<file path="config.mk">
export PLATFORM = sky130hd
export DESIGN_NAME = seg7_scan_ctrl
export DESIGN_NICKNAME = d
export VERILOG_FILES = /design/src/rtl/seg7_pkg.sv /design/src/rtl/seg7_hex_decode.sv /design/src/rtl/seg7_scan_ctrl.sv
export SDC_FILE = /design/constraint.sdc
export NUM_CORES = 1
export LEC_CHECK = 0
export CORE_MARGIN = 4
export CORE_UTILIZATION = 58
export DETAILED_ROUTE_END_ITERATION = 8
export GPL_TIMING_DRIVEN = 0
export HOLD_SLACK_MARGIN = 0.06
export PLACE_DENSITY = 0.91
export SLEW_MARGIN = 20
export SYNTH_ARGS = -nofsm -noshare
export SYNTH_HDL_FRONTEND = slang
export SYNTH_HIERARCHICAL = 1
export SYNTH_SLANG_ARGS = --single-unit
</file>
<file path="constraint.sdc">
create_clock -name clk -period 5.8 [get_ports clk]
set_clock_uncertainty 0.2 [all_clocks]
set_input_delay 1.16 -clock clk [delete_from_list [all_inputs] [get_ports clk]]
set_output_delay 1.16 -clock clk [all_outputs]
set_load 0.01 [all_outputs]
</file>
<file path="src/rtl/seg7_pkg.sv">
// Shared constants and hex-to-segment lookup for the seven-segment scan driver.
package seg7_pkg;

  localparam int unsigned SEG_W    = 8;
  localparam int unsigned NIBBLE_W = 4;

  localparam logic [SEG_W-1:0] SEG_OFF = 8'hFF;

  // Active-low {g,f,e,d,c,b,a} patterns, entry 15 first down to entry 0.
  localparam logic [15:0][6:0] HEX_SEG_TABLE = {
    7'h0E, 7'h06, 7'h21, 7'h46, 7'h03, 7'h08, 7'h10, 7'h00,
    7'h78, 7'h02, 7'h12, 7'h19, 7'h30, 7'h24, 7'h79, 7'h40
  };

  function automatic logic [6:0] hex_to_seg(input logic [NIBBLE_W-1:0] nibble);
    return HEX_SEG_TABLE[nibble];
  endfunction

endpackage

</file>
<file path="src/rtl/seg7_hex_decode.sv">
// Combinational nibble to active-low seven-segment pattern.
module seg7_hex_decode
  import seg7_pkg::*;
(
  input  logic [NIBBLE_W-1:0] nibble,
  output logic [6:0]          seg_c
);

  assign seg_c = hex_to_seg(nibble);

endmodule

</file>
<file path="src/rtl/seg7_scan_ctrl.sv">
// N-digit time-multiplexed seven-segment scanner with shadow/frame buffering.
// Optional leading-zero suppression when SEG7_LZ_BLANK_EN is defined.
module seg7_scan_ctrl
  import seg7_pkg::*;
#(
  parameter int unsigned DIGITS   = 8,
  parameter int unsigned SCAN_DIV = 100000
) (
  input  logic                         clk,
  input  logic                         RST,
  input  logic [NIBBLE_W*DIGITS-1:0]   data_in,
  input  logic                         load,
  input  logic [DIGITS-1:0]            dp_in,
  input  logic [DIGITS-1:0]            blank_mask,
  output logic [SEG_W-1:0]             SEG,
  output logic [DIGITS-1:0]            AN,
  output logic                         frame_done
);

  localparam int unsigned IDX_W = (DIGITS > 1) ? $clog2(DIGITS) : 1;
  localparam int unsigned DIV_W = (SCAN_DIV > 1) ? $clog2(SCAN_DIV) : 1;

  logic [DIV_W-1:0]                    div_cnt;
  logic [IDX_W-1:0]                    dig_idx;
  logic [DIGITS-1:0][NIBBLE_W-1:0]     shadow_data;
  logic [DIGITS-1:0][NIBBLE_W-1:0]     frame_data;
  logic [DIGITS-1:0]                   shadow_dp;
  logic [DIGITS-1:0]                   frame_dp;

  logic                                tick_c;
  logic                                last_dig_c;
  logic                                wrap_c;
  logic                                blank_c;
  logic [NIBBLE_W-1:0]                 nibble_c;
  logic [6:0]                          hex_seg_c;
  logic [DIGITS-1:0]                   lz_blank_c;
  logic [DIGITS-1:0]                   an_nxt_c;
  logic [SEG_W-1:0]                    seg_nxt_c;

  assign tick_c     = (div_cnt == DIV_W'(SCAN_DIV - 1));
  assign last_dig_c = (dig_idx == IDX_W'(DIGITS - 1));
  assign wrap_c     = tick_c && last_dig_c;
  assign nibble_c   = frame_data[dig_idx];

  seg7_hex_decode u_hex_decode (
    .nibble (nibble_c),
    .seg_c  (hex_seg_c)
  );

`ifdef SEG7_LZ_BLANK_EN
  logic lz_run_c;

  // Digit i is suppressed while every nibble from the top down to i is zero.
  always_comb begin
    lz_blank_c = '0;
    lz_run_c   = 1'b1;
    for (int i = DIGITS - 1; i >= 1; i--) begin
      lz_run_c      = lz_run_c && (frame_data[i] == 4'h0);
      lz_blank_c[i] = lz_run_c;
    end
  end
`else
  assign lz_blank_c = '0;
`endif

  // Next registered pin values for the digit currently selected.
  always_comb begin
    blank_c   = blank_mask[dig_idx] | lz_blank_c[dig_idx];
    an_nxt_c  = ~(DIGITS'(1) << dig_idx);
    seg_nxt_c = {~frame_dp[dig_idx], hex_seg_c};
    if (blank_c) begin
      an_nxt_c  = '1;
      seg_nxt_c = SEG_OFF;
    end
  end

  // Scan divider and digit pointer.
  always_ff @(posedge clk) begin
    if (RST) begin
      div_cnt <= '0;
      dig_idx <= '0;
    end else begin
      div_cnt <= tick_c ? '0 : div_cnt + DIV_W'(1);
      if (tick_c) begin
        dig_idx <= last_dig_c ? '0 : dig_idx + IDX_W'(1);
      end
    end
  end

  // Shadow captures on load; frame copies the pre-edge shadow only at the frame wrap.
  always_ff @(posedge clk) begin
    if (RST) begin
      shadow_data <= '0;
      shadow_dp   <= '0;
      frame_data  <= '0;
      frame_dp    <= '0;
    end else begin
      if (load) begin
        shadow_data <= data_in;
        shadow_dp   <= dp_in;
      end
      if (wrap_c) begin
        frame_data <= shadow_data;
        frame_dp   <= shadow_dp;
      end
    end
  end

  always_ff @(posedge clk) begin
    if (RST) begin
      AN         <= '1;
      SEG        <= SEG_OFF;
      frame_done <= 1'b0;
    end else begin
      AN         <= an_nxt_c;
      SEG        <= seg_nxt_c;
      frame_done <= wrap_c;
    end
  end

endmodule

</file>
# Yosys cells after proc, flatten, opt, wreduce, memory -nomap -nowiden
# Memories as Yosys holds them, arrays and structs flattened. A register that Yosys moved wholly into a read port is not among the register bits.
# Cells that the tools add are included.
# W data, S select, Z words.
[op_classes] bitwise=3 n_addsub=2 muxes=11 n_reduce_logical=3 n_eq_ne=2 magnitude_cmp=2 shifts=1
[ops] cell="$add A17 B1 Y17 const B" count=1
[ops] cell="$eq A17 B17 Y1 const B" count=1
[ops] cell="$bmux W4 S3" count=1
[ops] cell="$mux W3" count=3
[ops] cell="$not A8 Y8" count=1
[ops] cell="$shl A1 B3 Y8 const A" count=1
[ops] cell="$mux W7" count=1
[ops] cell="$bmux W1 S3" count=2
[ops] cell="$lt A4 B5 Y1 const B" count=1
[ops] cell="$lt A3 B4 Y1 const B" count=1
[ops] cell="$mux W4" count=1
[ops] cell="$reduce_or A2 Y1" count=2
[ops] cell="$add A3 B1 Y3 const B" count=1
[ops] cell="$eq A3 B3 Y1 const B" count=1
[ops] cell="$mux W1" count=3
[ops] cell="$logic_and A1 B1 Y1" count=1
[ops] cell="$not A1 Y1" count=1
[ops] cell="$or A1 B1 Y1" count=1
[totals] n_memories=2 mem_bits_ro=120 word_cells=49 out_inout_bits=17 regBits=117 inputBits=51
[memory_table] memory="(name not given)" words=16 word_bits=7 read_ports=1 rd_ports_with_merged_regs=1 wr=0 line="seg7_pkg.sv:16" source="return HEX_SEG_TABLE[nibble];"
[memory_table] memory="(name not given)" words=8 word_bits=1 read_ports=1 rd_ports_with_merged_regs=1 wr=0 line="seg7_scan_ctrl.sv:68" source="blank_c = blank_mask[dig_idx] | lz_blank_c[dig_idx];"

# Longest topological paths before layout
[logic_depth] depth_word=4 ltp_mapped=11 mapped_depth_nobuf=9

# Cells and area by module
# Netlist, hierarchy kept.
[modules_own_cells] mod="seg7_scan_ctrl" area_per_inst_um2=4434.3 seq_area_each_um2=2342.2 n_inst=1 cells_per_inst=410
[modules_own_cells] mod="seg7_hex_decode" area_per_inst_um2=275.3 seq_area_each_um2=0.0 n_inst=1 cells_per_inst=32

# Least setup slack after synthesis
# Ideal clock, no wire load.
[synth_timing] kind="register to register" start="register dig_idx[0]" end="register SEG[0]" stages_incl_launch_ff=12 slack_ns=3.005 path_buffers=2 required_ns=5.541 setup_ns=0.059 t_arrival_ns=2.535 synth_period_minus_slack_ns=2.795 path_cell_list="dfxtp_1 buf_2 buf_2 mux4_2 nand2_1 nand2_1 inv_1 ha_1 and2b_2 or3b_1 o21ai_0 nand2b_1"
[synth_via] elab_cells_between_ends=6 classes_between="4 x mux; 1 x bitwise; 1 x reduce/logical"
[synth_lines] element="start, declared" line="seg7_scan_ctrl.sv:24" source="logic [IDX_W-1:0] dig_idx;"
[synth_lines] element="start signal, assigned" line="seg7_scan_ctrl.sv:85" source="dig_idx <= last_dig_c ? '0 : dig_idx + IDX_W'(1);"
[synth_lines] element="$bmux W4 S3" line="seg7_scan_ctrl.sv:43" source="assign nibble_c = frame_data[dig_idx];"
[synth_lines] element="$mux W4 (implied by the code)" line="seg7_scan_ctrl.sv:43"
[synth_lines] element="net nibble_c[1]" line="seg7_scan_ctrl.sv:34" source="logic [NIBBLE_W-1:0] nibble_c;"
[synth_lines] element="end, declared" line="seg7_scan_ctrl.sv:15" source="output logic [SEG_W-1:0] SEG,"
# The timed path passes the listed nets, and every way through them passes these cells. The select of a mux whose other input is x is not followed.
# A chain may end at the register's enable or synchronous reset.

# Final worst setup path
# Ends and elaborated chain as after synthesis.

==> reports/metrics.cfg <==
[logic_synthesis]
synth-warning-count = 6
syn_avg_cell_area_um2 = 10.66
yosys-top-cells-area = dfxtp_1 (50%), mux2i_1 (9.4%), a22o_1 (7.8%), mux4_2 (5.3%), nor2_1 (5.2%)
ys_types = 41
ys_seq_area_frac = 0.4973
synthArstFlopShare = 0
synth_top_area_frac = 0.4973
syn_inst = 442
synth_top_area_cell = dfxtp_1
netlist_area_mm2 = 0.004710
synth_edf_count = 0
syn-num-nets = 507
synth-seq-cells = 117
ys.flop_type = dfxtp_1

[detailed_routing]
wl_met2_um = 5869
wl_per_cell_um = 17.71
top_layer = met4
m1WireLength_um = 4383
drt_pass1_iterations = 5
wl_um = 11370
vias = 3748
drt_iter0_drc = 185
antenna_left = 0
drc = 0
vias_per_cell = 5.838
met3_length_um = 779

[global_route]
grt_max_degree = 17
grt_pass1_wl_um = 18320
grt_overflow_total = 0
grt.total_usage = 0.2419
grt_pass1_vias = 3943
antenna_found_initial = 0

[clock_tree]
cts.path.max_buffers = 2
cts-root-buf = clkbuf_8
post_cts_resized = 0
cts.reportedPaths.clkPinSlew_ps = 60
ctsHoldBuffers = 0
htreeDepth = 4
clock-sinks = 117
clk_latency_ps = 520
numCtsBuffers = 17
cts_tree = built
post_cts_buffers = 0

[worst_hold_path]
min_path_cells = 1
hold_end = div_cnt[0]
hold_class = register to register
hold_path.startpoint = div_cnt[0]

[setup_path]
reg2reg_slack_ps = 2530
rr_endpoint = SEG[0]
worstSetupStartpoint = dig_idx[0]
crit_type = register to register
regToRegStartpoint = dig_idx[0]
worstPathArrival_ps = 3530
required_ps = 6060
r2r_cells = 11
end_kind = register
path_max_fanout = 10
worstSetupStartpointType = register

[floorplan]
start_util = 0.6032
die_area_mm2 = 0.009626
core_area_mm2 = 0.007807
die-height_um = 98.11
die_w_um = 98.11
num_rows = 32
ios = 68

[final_layout]
final_cells = 642
nets = 592
drive_gt1_frac = 0.1167
area_growth_pct = 28.59
layout_common_cells = dfxtp_1 (117), clkdlybuf4s50_1 (66), nor2_1 (65)
antenna_cells = 0
fillers = 488
final_util = 0.7756
mostFrequentLayoutCell = dfxtp_1

[sta]
maxSlewHeadroom = 0.4877
slew_viol_final = 0
rsz0062_at_grt = no
final.min_clock_period_ps = 3265
setup_violations = 0
tightest_slew_ps = 768.4
timing.hold.ws_ps = 258.5
hold_viol = 0
timing.fmax_ghz = 0.3063
tns_ps = 0
finalCritPeriodShare = 0.5629

[place]
dpl.hpwl_um = 7637
gp_congestion = 0.8562
placed_cells = 610
io_buffers = 66

[pwr]
pwr-share-comb = 0.052
pwr-share-seq = 0.437
power_mw = 1.917
ir_drop_v = 0.0002311
leakagePower_nw = 2.418
p_sw_mw = 0.4075
pwr-share-clk = 0.510
power.internal_mw = 1.509
powerDensity_mw_per_mm2 = 316.6
switching_share = 0.2126

[job]
cap_violations = 0

[run_status]
status = finished, final reports clean

==> worst max path at each step <==
stage / endpoint / cells after the start / slack, ps
4_1_cts: SEG[0] / 11 / 2530
3_5_place_dp: SEG[0] / 11 / 2580
6_report: SEG[0] / 11 / 2530
2_1_floorplan: SEG[0] / 11 / 3010
3_3_place_gp: div_cnt[13] / 5 / 2620
5_1_grt: SEG[0] / 11 / 2360
==> power by group through the flow <==
stage	clock, mW	combinational (mW)	sequential, mW
3_5_place_dp	0	0.0994	0.854
5_1_grt	1.03	0.108	0.840
4_1_cts	0.988	0.101	0.838
6_report	0.978	0.101	0.838
3_3_place_gp	0	0.0945	0.853
2_1_floorplan	0	0.0465	0.851
==> per-stage QoR <==
| stage | setup WS [ps] | instance area (µm²) |
|---|---|---|
| floorplan | 3005 | 4710 |
| global placement | 2621 | 5498 |
| detailed placement | 2576 | 5498 |
| CTS | 2531 | 6056 |
| global route | 2359 | 6056 |
| finish | 2535 | 6056 |
==> worst max-delay path, cell delays in order (launching register included) <==
cell and delay, ps:
dfxtp_1 340, buf_2 270, buf_2 360, mux4_2 540, nand2_1 90, nand2_1 180, inv_1 210, ha_1 220
and2b_2 230, or3b_1 380, o21ai_0 70, nand2b_1 110
==> logic make-up after synthesis <==
| family | synth area share |
|---|---|
| buf+inv | 0.03613 |
| simple gates | 0.1435 |
| xor+xnor | 0.02418 |
| fa+ha+maj | 0.03719 |
| flops | 0.4973 |
| mux | 0.1589 |
| compound gates | 0.1028 |
==> cells in the mapped netlist (all sizes together), types with 5 or more instances <==
| library cell | count |
|---|---|
| dfxtp | 117 |
| nor2 | 65 |
| mux2i | 44 |
| a22o | 42 |
| nand2 | 25 |
| buf | 20 |
| ha | 14 |
| mux4 | 12 |
| nand3 | 11 |
| inv | 10 |
| xnor2 | 10 |
| clkbuf | 8 |
| a21oi | 7 |
| nand2b | 7 |
| nand4 | 6 |
| nor3 | 5 |
==> routing by layer <==
layer,vias to the layer above,GRT usage
li1,1743,-
met1,1818,0.2528
met2,151,0.4277
met3,36,0.07429
met4,0,0.1384
met5,-,0
==> registers in the layout, indices dropped and copies added (netlist names) <==
register and count:
shadow_data 32, SEG 8, dig_idx 3, frame_done 1, div_cnt 17, frame_dp 8
shadow_dp 8, AN 8, frame_data 32
==> cell type report <==
type                            count  area, µm²  share of cell area
Multi-Input combinational cell    286       2197              0.3628
Buffer                             28      128.9             0.02128
Clock buffer                       22      452.9             0.07479
Inverter                           11      41.29            0.006818
Tap cell                          102      127.6             0.02107
Sequential cell                   117       2342              0.3868
Timing Repair Buffer               66      660.6              0.1091
Clock inverter                     10      105.1             0.01736
Power figures use the tool's default switching activity.
